--- src/rtl/i2c_reg_sequencer.sv ---
// i2c_reg_sequencer: Wishbone master that drives the OpenCores I2C core
// through complete single-register write and read transactions.
//
// Request handshake: a request transfers on the rising edge where
// req_valid && req_ready. req_ready is high only while the sequencer is
// IDLE. The request fields are latched at that edge, so the host may change
// them afterwards. The response is a single-cycle rsp_valid pulse that
// carries rsp_err and rsp_rdata. There is no backpressure on the response.
module i2c_reg_sequencer #(
  parameter logic [15:0] PRESCALE = 16'd99,
  parameter logic [19:0] TIMEOUT  = 20'd500000
) (
  input  logic       wb_clk_i,
  input  logic       wb_rst_i,
  input  logic       req_valid,
  output logic       req_ready,
  input  logic       req_rnw,
  input  logic [6:0] req_dev,
  input  logic [7:0] req_reg,
  input  logic [7:0] req_wdata,
  output logic       rsp_valid,
  output logic [7:0] rsp_rdata,
  output logic [1:0] rsp_err,
  output logic       busy_o,
  output logic [2:0] m_adr_o,
  output logic [7:0] m_dat_o,
  input  logic [7:0] m_dat_i,
  output logic       m_we_o,
  output logic       m_stb_o,
  input  logic       m_ack_i,
  output logic [3:0] dbg_state
);

  typedef enum logic [3:0] {
    INIT_PRL, INIT_PRH, INIT_CTR, IDLE, LOAD_TXR, WR_CR, POLL_SR,
    CHECK, STOP_CR, STOP_POLL, READ_RXR, RESP
  } state_t;

  state_t      state;
  logic        rnw;
  logic [6:0]  dev;
  logic [7:0]  regad;
  logic [7:0]  wdata;
  logic [1:0]  phase;
  logic [1:0]  err;
  logic        sr_rxack;
  logic        sr_al;
  logic [19:0] tmo_cnt;
  logic [7:0]  txr_val;
  logic [7:0]  cr_val;
  logic        tmo_hit;
  logic        last_rd;

  assign dbg_state = state;
  assign tmo_hit   = (tmo_cnt == TIMEOUT);
  // Read phase 3 receives a byte, so RxACK there is our own NACK, not a slave reply.
  assign last_rd   = rnw && (phase == 2'd3);

  // Transmit byte and command for the current byte phase
  always_comb begin
    txr_val = 8'h00;
    cr_val  = 8'h00;
    case (phase)
      2'd0: begin txr_val = {dev, 1'b0}; cr_val = 8'h90; end
      2'd1: begin txr_val = regad;       cr_val = 8'h10; end
      2'd2: begin
        if (rnw) begin txr_val = {dev, 1'b1}; cr_val = 8'h90; end
        else     begin txr_val = wdata;       cr_val = 8'h50; end
      end
      default: begin txr_val = 8'h00; cr_val = 8'h68; end
    endcase
  end

  // Sequencer FSM. Each access state raises stb and drops it on the ack
  // edge. This leaves an idle bus cycle before the next access.
  always_ff @(posedge wb_clk_i or posedge wb_rst_i) begin
    if (wb_rst_i) begin
      state     <= INIT_PRL;
      req_ready <= 1'b0;
      busy_o    <= 1'b1;
      rsp_valid <= 1'b0;
      rsp_rdata <= 8'h00;
      rsp_err   <= 2'b00;
      m_adr_o   <= 3'd0;
      m_dat_o   <= 8'h00;
      m_we_o    <= 1'b0;
      m_stb_o   <= 1'b0;
      rnw       <= 1'b0;
      dev       <= 7'd0;
      regad     <= 8'h00;
      wdata     <= 8'h00;
      phase     <= 2'd0;
      err       <= 2'b00;
      sr_rxack  <= 1'b0;
      sr_al     <= 1'b0;
      tmo_cnt   <= 20'd0;
    end else begin
      case (state)
        INIT_PRL: begin
          if (!m_stb_o) begin
            m_adr_o <= 3'd0; m_dat_o <= PRESCALE[7:0]; m_we_o <= 1'b1; m_stb_o <= 1'b1;
          end else if (m_ack_i) begin
            m_stb_o <= 1'b0; state <= INIT_PRH;
          end
        end
        INIT_PRH: begin
          if (!m_stb_o) begin
            m_adr_o <= 3'd1; m_dat_o <= PRESCALE[15:8]; m_we_o <= 1'b1; m_stb_o <= 1'b1;
          end else if (m_ack_i) begin
            m_stb_o <= 1'b0; state <= INIT_CTR;
          end
        end
        INIT_CTR: begin
          if (!m_stb_o) begin
            m_adr_o <= 3'd2; m_dat_o <= 8'h80; m_we_o <= 1'b1; m_stb_o <= 1'b1;
          end else if (m_ack_i) begin
            m_stb_o   <= 1'b0;
            state     <= IDLE;
            req_ready <= 1'b1;
            busy_o    <= 1'b0;
          end
        end
        IDLE: begin
          if (req_valid) begin
            rnw       <= req_rnw;
            dev       <= req_dev;
            regad     <= req_reg;
            wdata     <= req_wdata;
            phase     <= 2'd0;
            err       <= 2'b00;
            req_ready <= 1'b0;
            busy_o    <= 1'b1;
            state     <= LOAD_TXR;
          end
        end
        LOAD_TXR: begin
          if (!m_stb_o) begin
            m_adr_o <= 3'd3; m_dat_o <= txr_val; m_we_o <= 1'b1; m_stb_o <= 1'b1;
          end else if (m_ack_i) begin
            m_stb_o <= 1'b0; state <= WR_CR;
          end
        end
        WR_CR: begin
          if (!m_stb_o) begin
            m_adr_o <= 3'd4; m_dat_o <= cr_val; m_we_o <= 1'b1; m_stb_o <= 1'b1;
          end else if (m_ack_i) begin
            m_stb_o <= 1'b0; tmo_cnt <= 20'd0; state <= POLL_SR;
          end
        end
        POLL_SR: begin
          if (!tmo_hit) tmo_cnt <= tmo_cnt + 20'd1;
          if (!m_stb_o) begin
            if (tmo_hit) begin
              err   <= 2'b11;
              state <= STOP_CR;
            end else begin
              m_adr_o <= 3'd4; m_we_o <= 1'b0; m_stb_o <= 1'b1;
            end
          end else if (m_ack_i) begin
            m_stb_o  <= 1'b0;
            sr_rxack <= m_dat_i[7];
            sr_al    <= m_dat_i[5];
            if (!m_dat_i[1]) state <= CHECK;
          end
        end
        CHECK: begin
          if (sr_al) begin
            // Arbitration lost: the core has already released the bus, so no STOP.
            err       <= 2'b10;
            state     <= RESP;
            rsp_valid <= 1'b1;
            rsp_err   <= 2'b10;
            rsp_rdata <= 8'h00;
          end else if (sr_rxack && !last_rd) begin
            err   <= 2'b01;
            state <= STOP_CR;
          end else if (last_rd) begin
            state <= READ_RXR;
          end else if (!rnw && (phase == 2'd2)) begin
            state     <= RESP;
            rsp_valid <= 1'b1;
            rsp_err   <= 2'b00;
            rsp_rdata <= 8'h00;
          end else if (rnw && (phase == 2'd2)) begin
            // The receive phase has no byte to transmit, so go straight to CR.
            phase <= 2'd3;
            state <= WR_CR;
          end else begin
            phase <= phase + 2'd1;
            state <= LOAD_TXR;
          end
        end
        STOP_CR: begin
          if (!m_stb_o) begin
            m_adr_o <= 3'd4; m_dat_o <= 8'h40; m_we_o <= 1'b1; m_stb_o <= 1'b1;
          end else if (m_ack_i) begin
            m_stb_o <= 1'b0; tmo_cnt <= 20'd0; state <= STOP_POLL;
          end
        end
        STOP_POLL: begin
          if (!tmo_hit) tmo_cnt <= tmo_cnt + 20'd1;
          if (!m_stb_o) begin
            if (tmo_hit) begin
              // Keep the error that sent us here; a stuck stop does not overwrite it.
              state     <= RESP;
              rsp_valid <= 1'b1;
              rsp_err   <= err;
              rsp_rdata <= 8'h00;
            end else begin
              m_adr_o <= 3'd4; m_we_o <= 1'b0; m_stb_o <= 1'b1;
            end
          end else if (m_ack_i) begin
            m_stb_o <= 1'b0;
            if (!m_dat_i[6]) begin
              state     <= RESP;
              rsp_valid <= 1'b1;
              rsp_err   <= err;
              rsp_rdata <= 8'h00;
            end
          end
        end
        READ_RXR: begin
          if (!m_stb_o) begin
            m_adr_o <= 3'd3; m_we_o <= 1'b0; m_stb_o <= 1'b1;
          end else if (m_ack_i) begin
            m_stb_o   <= 1'b0;
            state     <= RESP;
            rsp_valid <= 1'b1;
            rsp_err   <= 2'b00;
            rsp_rdata <= m_dat_i;
          end
        end
        RESP: begin
          rsp_valid <= 1'b0;
          rsp_err   <= 2'b00;
          rsp_rdata <= 8'h00;
          busy_o    <= 1'b0;
          req_ready <= 1'b1;
          state     <= IDLE;
        end
        default: state <= INIT_PRL;
      endcase
    end
  end

endmodule

--- config.mk ---
export PLATFORM = sky130hd
export DESIGN_NAME = i2c_reg_sequencer
export DESIGN_NICKNAME = d
export VERILOG_FILES = /design/src/rtl/i2c_reg_sequencer.sv
export SDC_FILE = /design/constraint.sdc
export NUM_CORES = 1
export LEC_CHECK = 0
export ABC_AREA = 1
export CORE_ASPECT_RATIO = 1.5
export CORE_MARGIN = 2
export CORE_UTILIZATION = 59
export CTS_CLUSTER_DIAMETER = 30
export DETAILED_ROUTE_END_ITERATION = 10
export GPL_TIMING_DRIVEN = 0
export PLACE_DENSITY = 0.86
export SLEW_MARGIN = 20
export SYNTH_ARGS = -nofsm -noshare
export SYNTH_HDL_FRONTEND = slang
export SYNTH_SLANG_ARGS = --single-unit
--- constraint.sdc ---
create_clock -name wb_clk_i -period 7.1 [get_ports wb_clk_i]
set_input_delay 0.71 -clock wb_clk_i [delete_from_list [all_inputs] [get_ports wb_clk_i]]
set_output_delay 0.71 -clock wb_clk_i [all_outputs]
set_load 0.005 [all_outputs]
### Word level (Yosys, flattened, before mapping)

Cells that the tools add are included.

| word-level totals | value |
|---|---|
| bits in registers | 80 |
| logic and storage cells | 227 |
| input bits | 36 |
| output and inout bits | 30 |

| cells by class | value |
|---|---|
| equality and inequality tests | 60 |
| multiplexer cells | 113 |
| reduce and logical (&&, ||, !) cells | 33 |
| add/subtract/negate cells | 2 |

Operators with widths:

| cell | count |
|---|---|
| 8-bit two-way mux | 18 |
| 4-bit two-way mux | 27 |
| 2-bit != test (second input constant) | 33 |
| 20-bit two-way mux | 3 |
| 4-bit case mux with 12 select lines | 1 |
| 8-bit case mux with 3 select lines | 2 |
| 8-bit case mux with 6 select lines | 1 |
| 2-bit two-way mux | 20 |
| 20-bit case mux with 2 select lines | 1 |
| 8-bit case mux with 4 select lines | 1 |
| 3-bit != test (second input constant) | 10 |
| 1-bit two-way mux | 23 |
| 3-bit two-way mux | 7 |
| 21-bit AND reduction | 1 |
| 20-bit by 1-bit adder with 20-bit output (second input constant) | 1 |
| 20-bit by 19-bit == test with 1-bit output (second input constant) | 1 |
| 3-bit case mux with 6 select lines | 1 |
| 4-bit by 3-bit == test with 1-bit output (second input constant) | 4 |
| 4-bit == test (second input constant) | 4 |
| 6-bit nonzero test | 2 |
| 5-bit AND reduction | 2 |
| 1-bit case mux with 3 select lines | 3 |
| 9-bit AND reduction | 1 |
| 3-bit nonzero test | 3 |
| 26 further kinds | 38 |

### Depth between registers and ports, before layout

Gate-level depths: netlist of the first run.

| depth | value |
|---|---|
| depth in word-level cells | 8 |
| gate-level depth with buffers | 13 |
| gate-level depth less buffers | 13 |

### Worst setup path before layout of the first run

Ideal clock, no wire load.

| path | value |
|---|---|
| path type | reg-to-reg |
| start | register tmo_cnt[0] |
| end | register rsp_rdata[1] |
| library setup time | 0.126 ns |
| clock period less this slack | 1.784 ns |
| setup slack | 5.316 ns |
| buffers on the path | 1 |
| stages on the path, launching flop included | 13 |
| arrival | 1.658 ns |
| cell sequence | dfrtp_1 > inv_1 > ha_1 > inv_1 > nor2_1 > nand2_1 > nor2_1 > nand3_1 > o21ai_4 > nand2_1 > buf_2 > nand2_1 > o21ai_0 |

| between the ends | value |
|---|---|
| word-level cells in the longest chain between the ends | 3 |

RTL lines:

| item | RTL line | RTL |
|---|---|---|
| from (decl) | 48 | `logic [19:0] tmo_cnt;` |
| from (signal assigned) | 151 | `if (!tmo_hit) tmo_cnt <= tmo_cnt + 20'd1;` |
| from (signal assigned) | 201 | `if (!tmo_hit) tmo_cnt <= tmo_cnt + 20'd1;` |
| 20-bit by 19-bit == test with 1-bit output | 55 | `assign tmo_hit = (tmo_cnt == TIMEOUT);` |
| 3-bit != test (no line) | - |  |
| 9-bit AND reduction (no line) | - |  |
| to (signal assigned) | 230 | `rsp_rdata <= m_dat_i;` |
| to (decl) | 22 | `output logic [7:0] rsp_rdata,` |

Every way passes these cells.
A chain may end at the register's enable or synchronous reset.

### Worst setup path after layout of the first run

| path | value |
|---|---|
| start | register tmo_cnt[0] |
| end | register rsp_rdata[5] |

The elaborated chain is that of the path after synthesis.

==> results.tsv, run 1 <==
metric	value	unit
run status	finished, final reports clean	
clock latency on the worst-skew pair	0.37	ns
total grt overflow	0	
leading area contributor after synthesis	dfrtp_1	
min-delay worst type	reg -> reg	
Die ar.	8260	sq um
setup violators final	0	
Setup Skew	0.00925	ns
initial cell density of the core	61.1	%
WHS	0.478	ns
hold_buf cts	0	
Power Density	371	nW/um^2
core area	7270	sq um
RSZ-0062 raised after global routing	no	
# diodes	0	
combinational family with the most area after synthesis	simple AND/OR/NAND/NOR gates	
post-layout util	74.8	%
Antenna Nets Post-Route	0	
adder-cell share of the synthesized area	1.97	%
met2 WL	6.42	mm
DP HPWL	9.14	mm
clk buf depth	2	
max-slew violation count	0	
GP Congestion	1.03	
top-count cell post-synth	nand2_1	
Vias	4088	
# DRC	0	
Compound-Gate Fraction of Synth Area	12.4	%
Final nets	675	
total CTS buffers	9	
Max Clock Freq	0.456	GHz
Crit path required time	7.39	ns
Clock transition at path regs	0.08	ns
M1 wire length	4.61	mm
VDD IR-drop max	267	uV
Die W	74.9	microns
critical-path maximum fanout	10	
Most used DFF post-synth	dfrtp_1	
share of the yosys chip area belonging to registers	45.0	%
mux share of post-synthesis cell area	4.81	%
Placed Instances	721	
Area growth, synth to finish	22.4	%
WL/cell	16.2	microns
uppermost layer routed	met4	
Max transition margin	59.8	%
FF+latch count, synth	80	
IO Port Bufs	65	
Synth top cells by count	nand2_1, dfrtp_1, nor2_1	
fin cells	737	
largest net degree at the start of global routing	42	
crit path DAT	2.48	ns
fin crit share	30.9	%
Rows	38	
static leakage	0.00245	uW
Avg Cell Area, Syn	8.01	sq um
share of post-route cells with drive strength above 1	11.6	%
Mapped Cells	555	
xor/xnor cell area share of the yosys netlist	2.36	%
initial antenna violation count	0	
Post-synth EDFFs	0	
Iter 0 DRT Violations	355	
Sink Count	80	
final WL	11.9	mm
Yosys warning count	0	
Final Hold Fails	0	
TritonRoute pass-1 iters	5	
H-tree depth	3	
DIE HEIGHT	110	microns
number of global-route vias before repair	4150	
post-synth top area share	44.5	%
largest cells by area after synthesis	dfrtp_1, nand2_1, nor2_1, inv_1, mux2_2	
Critical Path Start Type	flip-flop	
FFs w/ async S/R, synth	100	%
Root Buffer	clkbuf_8	
Worst Path Class, Setup	reg -> reg	
first-pass GRT wire length	19.2	mm
crit end category	flip-flop	
Vias/cell	5.55	
setup bufs post-CTS	0	
distinct cell type count after synthesis	42	
CTS tree	built	
fin crit period	2.19	ns
setup tns final	0	ns
Worst-Margin Slew	0.601	ns
post-cts sizing count	0	
total track usage	31.1	%
Ports	66	
syn_nets	598	
Max Cap Viol	0	
fraction of the mapped netlist area in simple logic gates	26.1	%
Syn Std Cell Area	4450	sq um
met3 wire length	467	microns
[flip-flops by register name (all words and copies together) (netlist names), 3 cells and up]
register / count
tmo_cnt: 20
m_dat_o: 8
regad: 8
rsp_rdata: 8
wdata: 8
dev: 7
dbg_state: 4
m_adr_o: 3
[metrics by stage]
step	total power, uW	worst slack, ns	area (sq um)
final	2020	4.91	5440
after global routing	2160	4.77	5440
after CTS	2010	4.92	5440
after detailed placement	1660	4.80	5250
after global placement	1620	3.18	5220
after floorplan	1320	4.34	4450
[final timing paths]
check / startpoint / end / slack [ns] / depth (start not counted)
max: tmo_cnt[0] / rsp_rdata[5] / 4.91 / 11
min in group asynchronous: wb_rst_i / tmo_cnt[19] / 0.74 / 2
min reg2reg: m_we_o / m_we_o / 0.48 / 2
min: m_we_o / m_we_o / 0.48 / 2
max in group asynchronous: wb_rst_i / busy_o / 5.71 / 3
max reg2reg: tmo_cnt[0] / rsp_rdata[5] / 4.91 / 11
[metal layers]
layer	global-route usage, %	vias to the layer above
li1	-	1969
met1	35.2	1940
met3	5.36	34
met5	0	-
met4	14.8	0
met2	55.3	145
[where the power goes]
| group | internal (uW) | leakage, uW | switching [uW] |
|---|---|---|---|
| registers | 624 | 0.00102 | 122 |
| logic | 386 | 0.00133 | 540 |
| clock network | 181 | 0.000103 | 168 |
| total | 1190 | 0.00245 | 830 |
[cell usage in the layout, fill, tap and decap left out, drive strengths merged]
cell type      Yosys  layout
o221ai             1       1
nor2              63      63
nor3              11      11
nand2            155     155
a21oi             18      18
o21ai             42      42
inv               62      62
a21boi             1       1
a31o               1       1
mux2              19      19
o211ai             5       5
a211oi             1       1
clkbuf             1      14
bufinv             0       1
o21a               2       2
nand3             32      32
o31ai              1       1
nor3b              1       1
nand4             14      14
clkinv             0       2
clkdlybuf4s50      0      65
dfstp              1       1
xor2              12      12
a22o               1       1
buf               13      14
a31oi              2       2
ha                 7       7
o22ai              8       8
a221o              1       1
o2111ai            1       1
dfrtp             79      79
[cell families after synthesis]
group | Yosys count
mux | 19
fa+ha+maj | 7
simple gates | 276
flops | 80
xor+xnor | 12
buf+inv | 76
compound gates | 85
[final cells by class]
class	instances	area (sq um)
sequential	80	2000
timing repair buffer	66	671
clock buffer	13	159
tap	100	125
clock inverter	3	40.0
fill	574	1830
buffer	14	92.6
multi-input combinational	399	2120
inverter	62	238
[worst max-delay path, cell delays in order (launching register included)]
cell and delay (ns):
dfrtp_1 0.44, inv_1 0.13, ha_1 0.19, inv_1 0.06, nor2_1 0.08, nand2_1 0.06
nor2_1 0.15, nand3_1 0.21, o21ai_4 0.27, nand2_1 0.12, clkbuf_2 0.20, o21ai_0 0.20
No activity file was read; power rests on OpenSTA's default activity.
==> run 2, diff against run 1 <==
--- a/config.mk
+++ b/config.mk
@@ -8,11 +8,11 @@
 export ABC_AREA = 1
 export CORE_ASPECT_RATIO = 1.5
 export CORE_MARGIN = 2
-export CORE_UTILIZATION = 59
+export CORE_UTILIZATION = 55
 export CTS_CLUSTER_DIAMETER = 30
 export DETAILED_ROUTE_END_ITERATION = 10
 export GPL_TIMING_DRIVEN = 0
-export PLACE_DENSITY = 0.86
+export PLACE_DENSITY = 0.81
 export SLEW_MARGIN = 20
 export SYNTH_ARGS = -nofsm -noshare
 export SYNTH_HDL_FRONTEND = slang
==> constraint.sdc (replaced) <==
create_clock -name wb_clk_i -period 2.1 [get_ports wb_clk_i]
set_input_delay 0.21 -clock wb_clk_i [delete_from_list [all_inputs] [get_ports wb_clk_i]]
set_output_delay 0.21 -clock wb_clk_i [all_outputs]
set_load 0.005 [all_outputs]
==> run 2 against run 1 <==
- worst setup slack worse by 4.8 ns
- sequential share of layout area fell by 1.4 points
- sequential power rose to 3.4 times the previous value
- die area up 6.9%
- critical path type unchanged
- utilization shrank 3.1 points
- clock-buffer cell count stayed put
- final cell count is 1.2% higher
- largest cell class unchanged
- routed wire length shrank 2.4%
- highest routed layer unchanged
- clock skew shrank 0.0044 ns
==> results.tsv, run 2 (synthesized netlist as in run 1, its figures left out) <==
metric	value	unit	change
Area growth, synth to finish	27.6	%	was 22.4%
Largest register FFs	20		unchanged
Final nets	679		was 675
worst path cell trace	inv_1 -> ha_1 -> inv_1 -> nor2_1 -> nand2_1 -> nor2_2 -> nand3_2 -> o21ai_4 -> nand2_1 -> clkbuf_4 -> nand2_1 -> o21ai_1		was inv_1 -> ha_1 -> inv_1 -> nor2_1 -> nand2_1 -> nor2_1 -> nand3_1 -> o21ai_4 -> nand2_1 -> clkbuf_2 -> o21ai_0
initial cell density of the core	56.2	%	was 61.1%
Critical Path Start Type	flip-flop		unchanged
crit end category	flip-flop		unchanged
Vias/cell	5.48		was 5.55
Setup Skew	0.00481	ns	was 0.00925 ns
crit path DAT	2.19	ns	was 2.48 ns
fin crit share	93.3	%	was 30.9%
Die ar.	8830	sq um	was 8260 sq um
final WL	11.7	mm	was 11.9 mm
Worst Path Class, Setup	reg -> reg		unchanged
clock latency on the worst-skew pair	0.34	ns	was 0.37 ns
GP Congestion	0.933		was 1.03
initial antenna violation count	0		unchanged
most used cell, CP	nand2_1		
leading cell type in the layout, fill and taps excluded	nand2_1		unchanged
WHS	0.272	ns	was 0.478 ns
total CTS buffers	9		unchanged
Power Density	1310	nW/um^2	was 371 nW/um^2
share of post-route cells with drive strength above 1	14.4	%	was 11.6%
WL/cell	15.6	microns	was 16.2 microns
Max Clock Freq	0.510	GHz	was 0.456 GHz
DIE HEIGHT	114	microns	was 110 microns
Crit path required time	2.33	ns	was 7.39 ns
Rows	40		was 38
Iter 0 DRT Violations	192		was 355
VDD IR-drop max	760	uV	was 267 uV
Max Cap Viol	0		unchanged
# DRC	0		unchanged
Worst-Margin Slew	0.636	ns	was 0.601 ns
CP max stage delay	0.45	ns	was 0.44 ns
Root Buffer	clkbuf_16		was clkbuf_8
run status	finished, final reports clean		unchanged
IO Port Bufs	65		unchanged
fin crit period	1.96	ns	was 2.19 ns
Vias	4086		was 4,088
first-pass GRT wire length	19.4	mm	was 19.2 mm
critical-path maximum fanout	10		unchanged
post-layout util	71.8	%	was 74.8%
# diodes	0		unchanged
clk buf depth	2		unchanged
slowest cell on the critical path	dfrtp_1		unchanged
fin worst setup slack	0.140	ns	was 4.91 ns
core area	7910	sq um	was 7270 sq um
CTS tree	built		unchanged
total track usage	28.2	%	was 31.1%
number of global-route vias before repair	4225		was 4,150
Top reg by flops	tmo_cnt		unchanged
Antenna Nets Post-Route	0		unchanged
Final Hold Fails	0		unchanged
Clock transition at path regs	0.06	ns	was 0.08 ns
TritonRoute pass-1 iters	5		unchanged
largest net degree at the start of global routing	33		was 42
Max transition margin	57.3	%	was 59.8%
pre-CTS setup slack	-0.0186	ns	was 4.80 ns
setup violators final	0		unchanged
fillers	654		was 574
commonest cells after routing, fill and taps aside	nand2_1, dfrtp_1, clkdlybuf4s50_1		unchanged
DP HPWL	8.97	mm	was 9.14 mm
min-delay worst type	in -> async		was reg -> reg
Ports	66		unchanged
Die W	77.4	microns	was 74.9 microns
total grt overflow	0		unchanged
Sink Count	80		unchanged
H-tree depth	3		unchanged
max-slew violation count	0		unchanged
static leakage	0.00253	uW	was 0.00245 uW
==> run 2: critical path, delay by kind of cell (launching register included) <==
family	cells	cell delay [ns]
DFF	1	0.45
AOI/OAI and AO/OA	2	0.25
buffers and inverters	3	0.39
adders and majority gates	1	0.16
and+or+nand+nor	6	0.61
==> run 2: what timing repair did <==
action / in CTS / in global routing
endpoints found under the setup margin: 11 / 38
gates resized for setup: 1 / 21
cloned: 0 / 0
hold endpoints to repair: 0 / 0
buffers inserted: 1 / 2
pin swaps: 1 / 1
hold buffers: 0 / 0
==> run 2: final timing paths <==
| path | endpoint | cells past startpoint | start | slack, ns |
|---|---|---|---|---|
| max in group asynchronous | busy_o | 3 | wb_rst_i | 1.25 |
| hold reg to reg | rsp_rdata[1] | 2 | rsp_rdata[1] | 0.49 |
| min in group wb_clk_i | rsp_rdata[0] | 3 | m_dat_i[0] | 0.44 |
| hold / removal | tmo_cnt[5] | 2 | wb_rst_i | 0.27 |
| setup / recovery | rsp_rdata[4] | 12 | tmo_cnt[0] | 0.14 |
| setup reg to reg | rsp_rdata[4] | 12 | tmo_cnt[0] | 0.14 |
==> run 2: stage by stage <==
stage	setup TNS, ns	total power (uW)	area (sq um)	std cells
finish	0	7420	5670	746
global placement	0	5480	5230	725
CTS	0	7290	5600	744
detailed placement	-0.0676	5590	5270	727
global route	-0.0980	7900	5670	746
floorplan	0	4460	4450	555
==> run 2: metal layers <==
metal | global-route usage, % | vias up | share of wire, %
li1 | - | 1986 | -
met1 | 28.5 | 1939 | 36
met2 | 53.9 | 121 | 56
met3 | 3.94 | 40 | 3.5
met4 | 17.0 | 0 | 4.5
met5 | 0 | - | 0
==> run 2: power breakdown <==
part	leakage (uW)	switching (uW)	internal [uW]
clock network	0.000154	599	1070
logic	0.00136	1850	1360
registers	0.00101	416	2120
==> run 2: cell type report <==
class | instances | area [sq um] | share of cell area, %
repair buffers | 70 | 713 | 12.6
plain buffers | 14 | 97.6 | 1.72
inverters | 62 | 239 | 4.21
clock inverters | 3 | 65.1 | 1.15
multi-input cells | 399 | 2170 | 38.3
flip-flops and latches | 80 | 2010 | 35.4
clock buffers | 13 | 250 | 4.41
well taps | 105 | 131 | 2.32
==> run 3, diff against run 2 <==
--- a/config.mk
+++ b/config.mk
@@ -8,11 +8,12 @@
 export ABC_AREA = 1
 export CORE_ASPECT_RATIO = 1.5
 export CORE_MARGIN = 2
-export CORE_UTILIZATION = 55
+export CORE_UTILIZATION = 56
+export CTS_BUF_LIST = sky130_fd_sc_hd__clkbuf_2
 export CTS_CLUSTER_DIAMETER = 30
 export DETAILED_ROUTE_END_ITERATION = 10
 export GPL_TIMING_DRIVEN = 0
-export PLACE_DENSITY = 0.81
+export PLACE_DENSITY = 0.82
 export SLEW_MARGIN = 20
 export SYNTH_ARGS = -nofsm -noshare
 export SYNTH_HDL_FRONTEND = slang
==> run 3 against run 2 <==
- total power decreased by 3.6%
- design area shrank 0.15%
- clock power down 20%
- hold slack got worse by 0.089 ns
- global-route usage is 0.48 points higher
- register-to-register slack about the same
- first-iteration DRC count rose by 32%
- clock-buffer cell count down 4
- critical path type unchanged
- highest routed layer unchanged
==> results.tsv, run 3 (synthesized netlist as in run 1, its figures left out) <==
metric	value	unit	change
run status	finished, final reports clean		unchanged
Vias/cell	5.47		was 5.48
post-layout util	74.0	%	was 71.8%
WL/cell	15.6	microns	about the same
min-delay worst type	in -> reg		was in -> async
total power	7150	uW	was 7420 uW
clock latency on the worst-skew pair	0.56	ns	was 0.34 ns
total grt overflow	0		unchanged
core area	7660	sq um	was 7910 sq um
total track usage	28.7	%	was 28.2%
CP max stage delay	0.54	ns	was 0.45 ns
Max transition margin	63.3	%	was 57.3%
Final nets	687		was 679
Critical Path Start Type	flip-flop		unchanged
max-slew violation count	0		unchanged
Antenna Nets Post-Route	0		unchanged
number of global-route vias before repair	4182		was 4,225
fin crit period	1.97	ns	was 1.96 ns
commonest cells after routing, fill and taps aside	nand2_1, dfrtp_1, clkdlybuf4s50_1		unchanged
CTS tree	built		unchanged
Placed Instances	724		was 727
worst path cell trace	buf_4 -> nor2_2 -> nand2_2 -> nand2_1 -> buf_6 -> nand4_2 -> nand2_4 -> inv_4 -> buf_6 -> nand3_1 -> nand2_1		was inv_1 -> ha_1 -> inv_1 -> nor2_1 -> nand2_1 -> nor2_2 -> nand3_2 -> o21ai_4 -> nand2_1 -> clkbuf_4 -> nand2_1 -> o21ai_1
total CTS buffers	9		unchanged
DP HPWL	9.00	mm	was 8.97 mm
critical-path maximum fanout	10		unchanged
Crit path required time	2.56	ns	was 2.33 ns
Sink Count	80		unchanged
initial antenna violation count	0		unchanged
Area growth, synth to finish	27.4	%	was 27.6%
# diodes	0		unchanged
Ports	66		unchanged
clk buf depth	2		unchanged
DIE HEIGHT	113	microns	was 114 microns
FF-to-FF setup slack	0.13	ns	was 0.14 ns
Die W	76.8	microns	was 77.4 microns
fin crit share	93.9	%	was 93.3%
Power Density	1260	nW/um^2	was 1310 nW/um^2
IO Port Bufs	65		unchanged
GP Congestion	0.920		was 0.933
share of post-route cells with drive strength above 1	16.2	%	was 14.4%
Vias	4106		was 4,086
largest net degree at the start of global routing	33		unchanged
leading cell type in the layout, fill and taps excluded	nand2_1		unchanged
slowest cell on the critical path	dfrtp_2		was dfrtp_1
Crit path buffers/inverters	4		was 3
WHS	0.183	ns	was 0.272 ns
CP endpoint	tmo_cnt[16]		was rsp_rdata[4]
# DRC	0		unchanged
TritonRoute pass-1 iters	7		was 5
Clock transition at path regs	0.23	ns	was 0.06 ns
first-pass GRT wire length	19.5	mm	was 19.4 mm
CP top delay family	simple AND/OR/NAND/NOR gates		unchanged
multi-input logic area	2200	sq um	was 2170 sq um
fillers	651		was 654
CP startpoint	dbg_state[3]		was tmo_cnt[0]
Final Hold Fails	0		unchanged
H-tree depth	3		unchanged
Reg2Reg Capture Point	tmo_cnt[16]		was rsp_rdata[4]
Max Clock Freq	0.507	GHz	was 0.510 GHz
cells on worst reg2reg path	11		was 12
Die ar.	8680	sq um	was 8830 sq um
fin cells	751		was 746
Largest register FFs	20		unchanged
Top reg by flops	tmo_cnt		unchanged
crit path DAT	2.44	ns	was 2.19 ns
initial cell density of the core	58.0	%	was 56.2%
final WL	11.7	mm	about the same
static leakage	0.00253	uW	about the same
Root Buffer	clkbuf_2		was clkbuf_16
Iter 0 DRT Violations	253		was 192
Max Cap Viol	0		unchanged
setup violators final	0		unchanged
Worst-Margin Slew	0.547	ns	was 0.636 ns
Reg area	2010	sq um	unchanged
crit end category	flip-flop		unchanged
RSZ-0062 raised after global routing	yes		
Crit Reg-Reg Startpoint	dbg_state[3]		was tmo_cnt[0]
Crit. path cell count	11		was 12
Worst Path Class, Setup	reg -> reg		unchanged
Setup Skew	0.0261	ns	was 0.00481 ns
Rows	39		was 40
VDD IR-drop max	653	uV	was 760 uV
==> run 3: how the worst min path moves through the flow <==
| stage | from | end | slack [ns] | cells past startpoint |
|---|---|---|---|---|
| global placement | m_we_o | m_we_o | 0.46 | 2 |
| global route | m_dat_i[3] | rsp_rdata[3] | 0.18 | 3 |
| floorplan | m_dat_i[0] | rsp_rdata[0] | 0.36 | 2 |
| finish | m_dat_i[3] | rsp_rdata[3] | 0.18 | 3 |
| detailed placement | m_we_o | m_we_o | 0.46 | 2 |
| CTS | m_dat_i[3] | rsp_rdata[3] | 0.15 | 3 |
==> run 3: per-stage QoR <==
step	TNS [ns]	cell area, sq um	setup slack, ns
after floorplan	0	4450	0.316
after global routing	-0.0191	5670	-0.0144
after CTS	0	5510	0.00366
final	0	5670	0.128
after detailed placement	-0.107	5270	-0.0245
after global placement	0	5230	0.0105
==> run 3: worst min-delay path, stage by stage <==
cell             delay [ns]
clkdlybuf4s50_1        0.39
nand2_1                0.06
o21ai_1                0.06
==> run 3: metal layers <==
metal	GRT usage (%)	share of wire [%]
met1	32.5	38
met3	4.23	3.8
met4	15.6	3.6
met5	0	0
met2	51.4	55
==> run 3: timing repair <==
action | CTS | global route
pin swaps | 1 | 3
gates resized for setup | 2 | 30
hold buffers | 1 | 0
buffers inserted | 1 | 9
endpoints found under the setup margin | 12 | 45
endpoints found under the hold margin | 17 | 0
==> run 3: area by class of cell <==
cell class / count / share of cell area [%]
multi-input cells: 399 / 38.8
flip-flops and latches: 80 / 35.4
clock buffers: 9 / 0.795
inverters: 62 / 4.22
well taps: 102 / 2.25
clock inverters: 7 / 2.94
plain buffers: 14 / 1.83
repair buffers: 78 / 13.7
==> run 3: report_power, final <==
| part | internal [uW] | switching (uW) | total, uW | leakage (uW) |
|---|---|---|---|---|
| sequential | 2110 | 386 | 2490 | 0.00101 |
| combinational | 1450 | 1880 | 3330 | 0.00140 |
| clock | 754 | 572 | 1330 | 0.000113 |
| total | 4310 | 2840 | 7150 | 0.00253 |
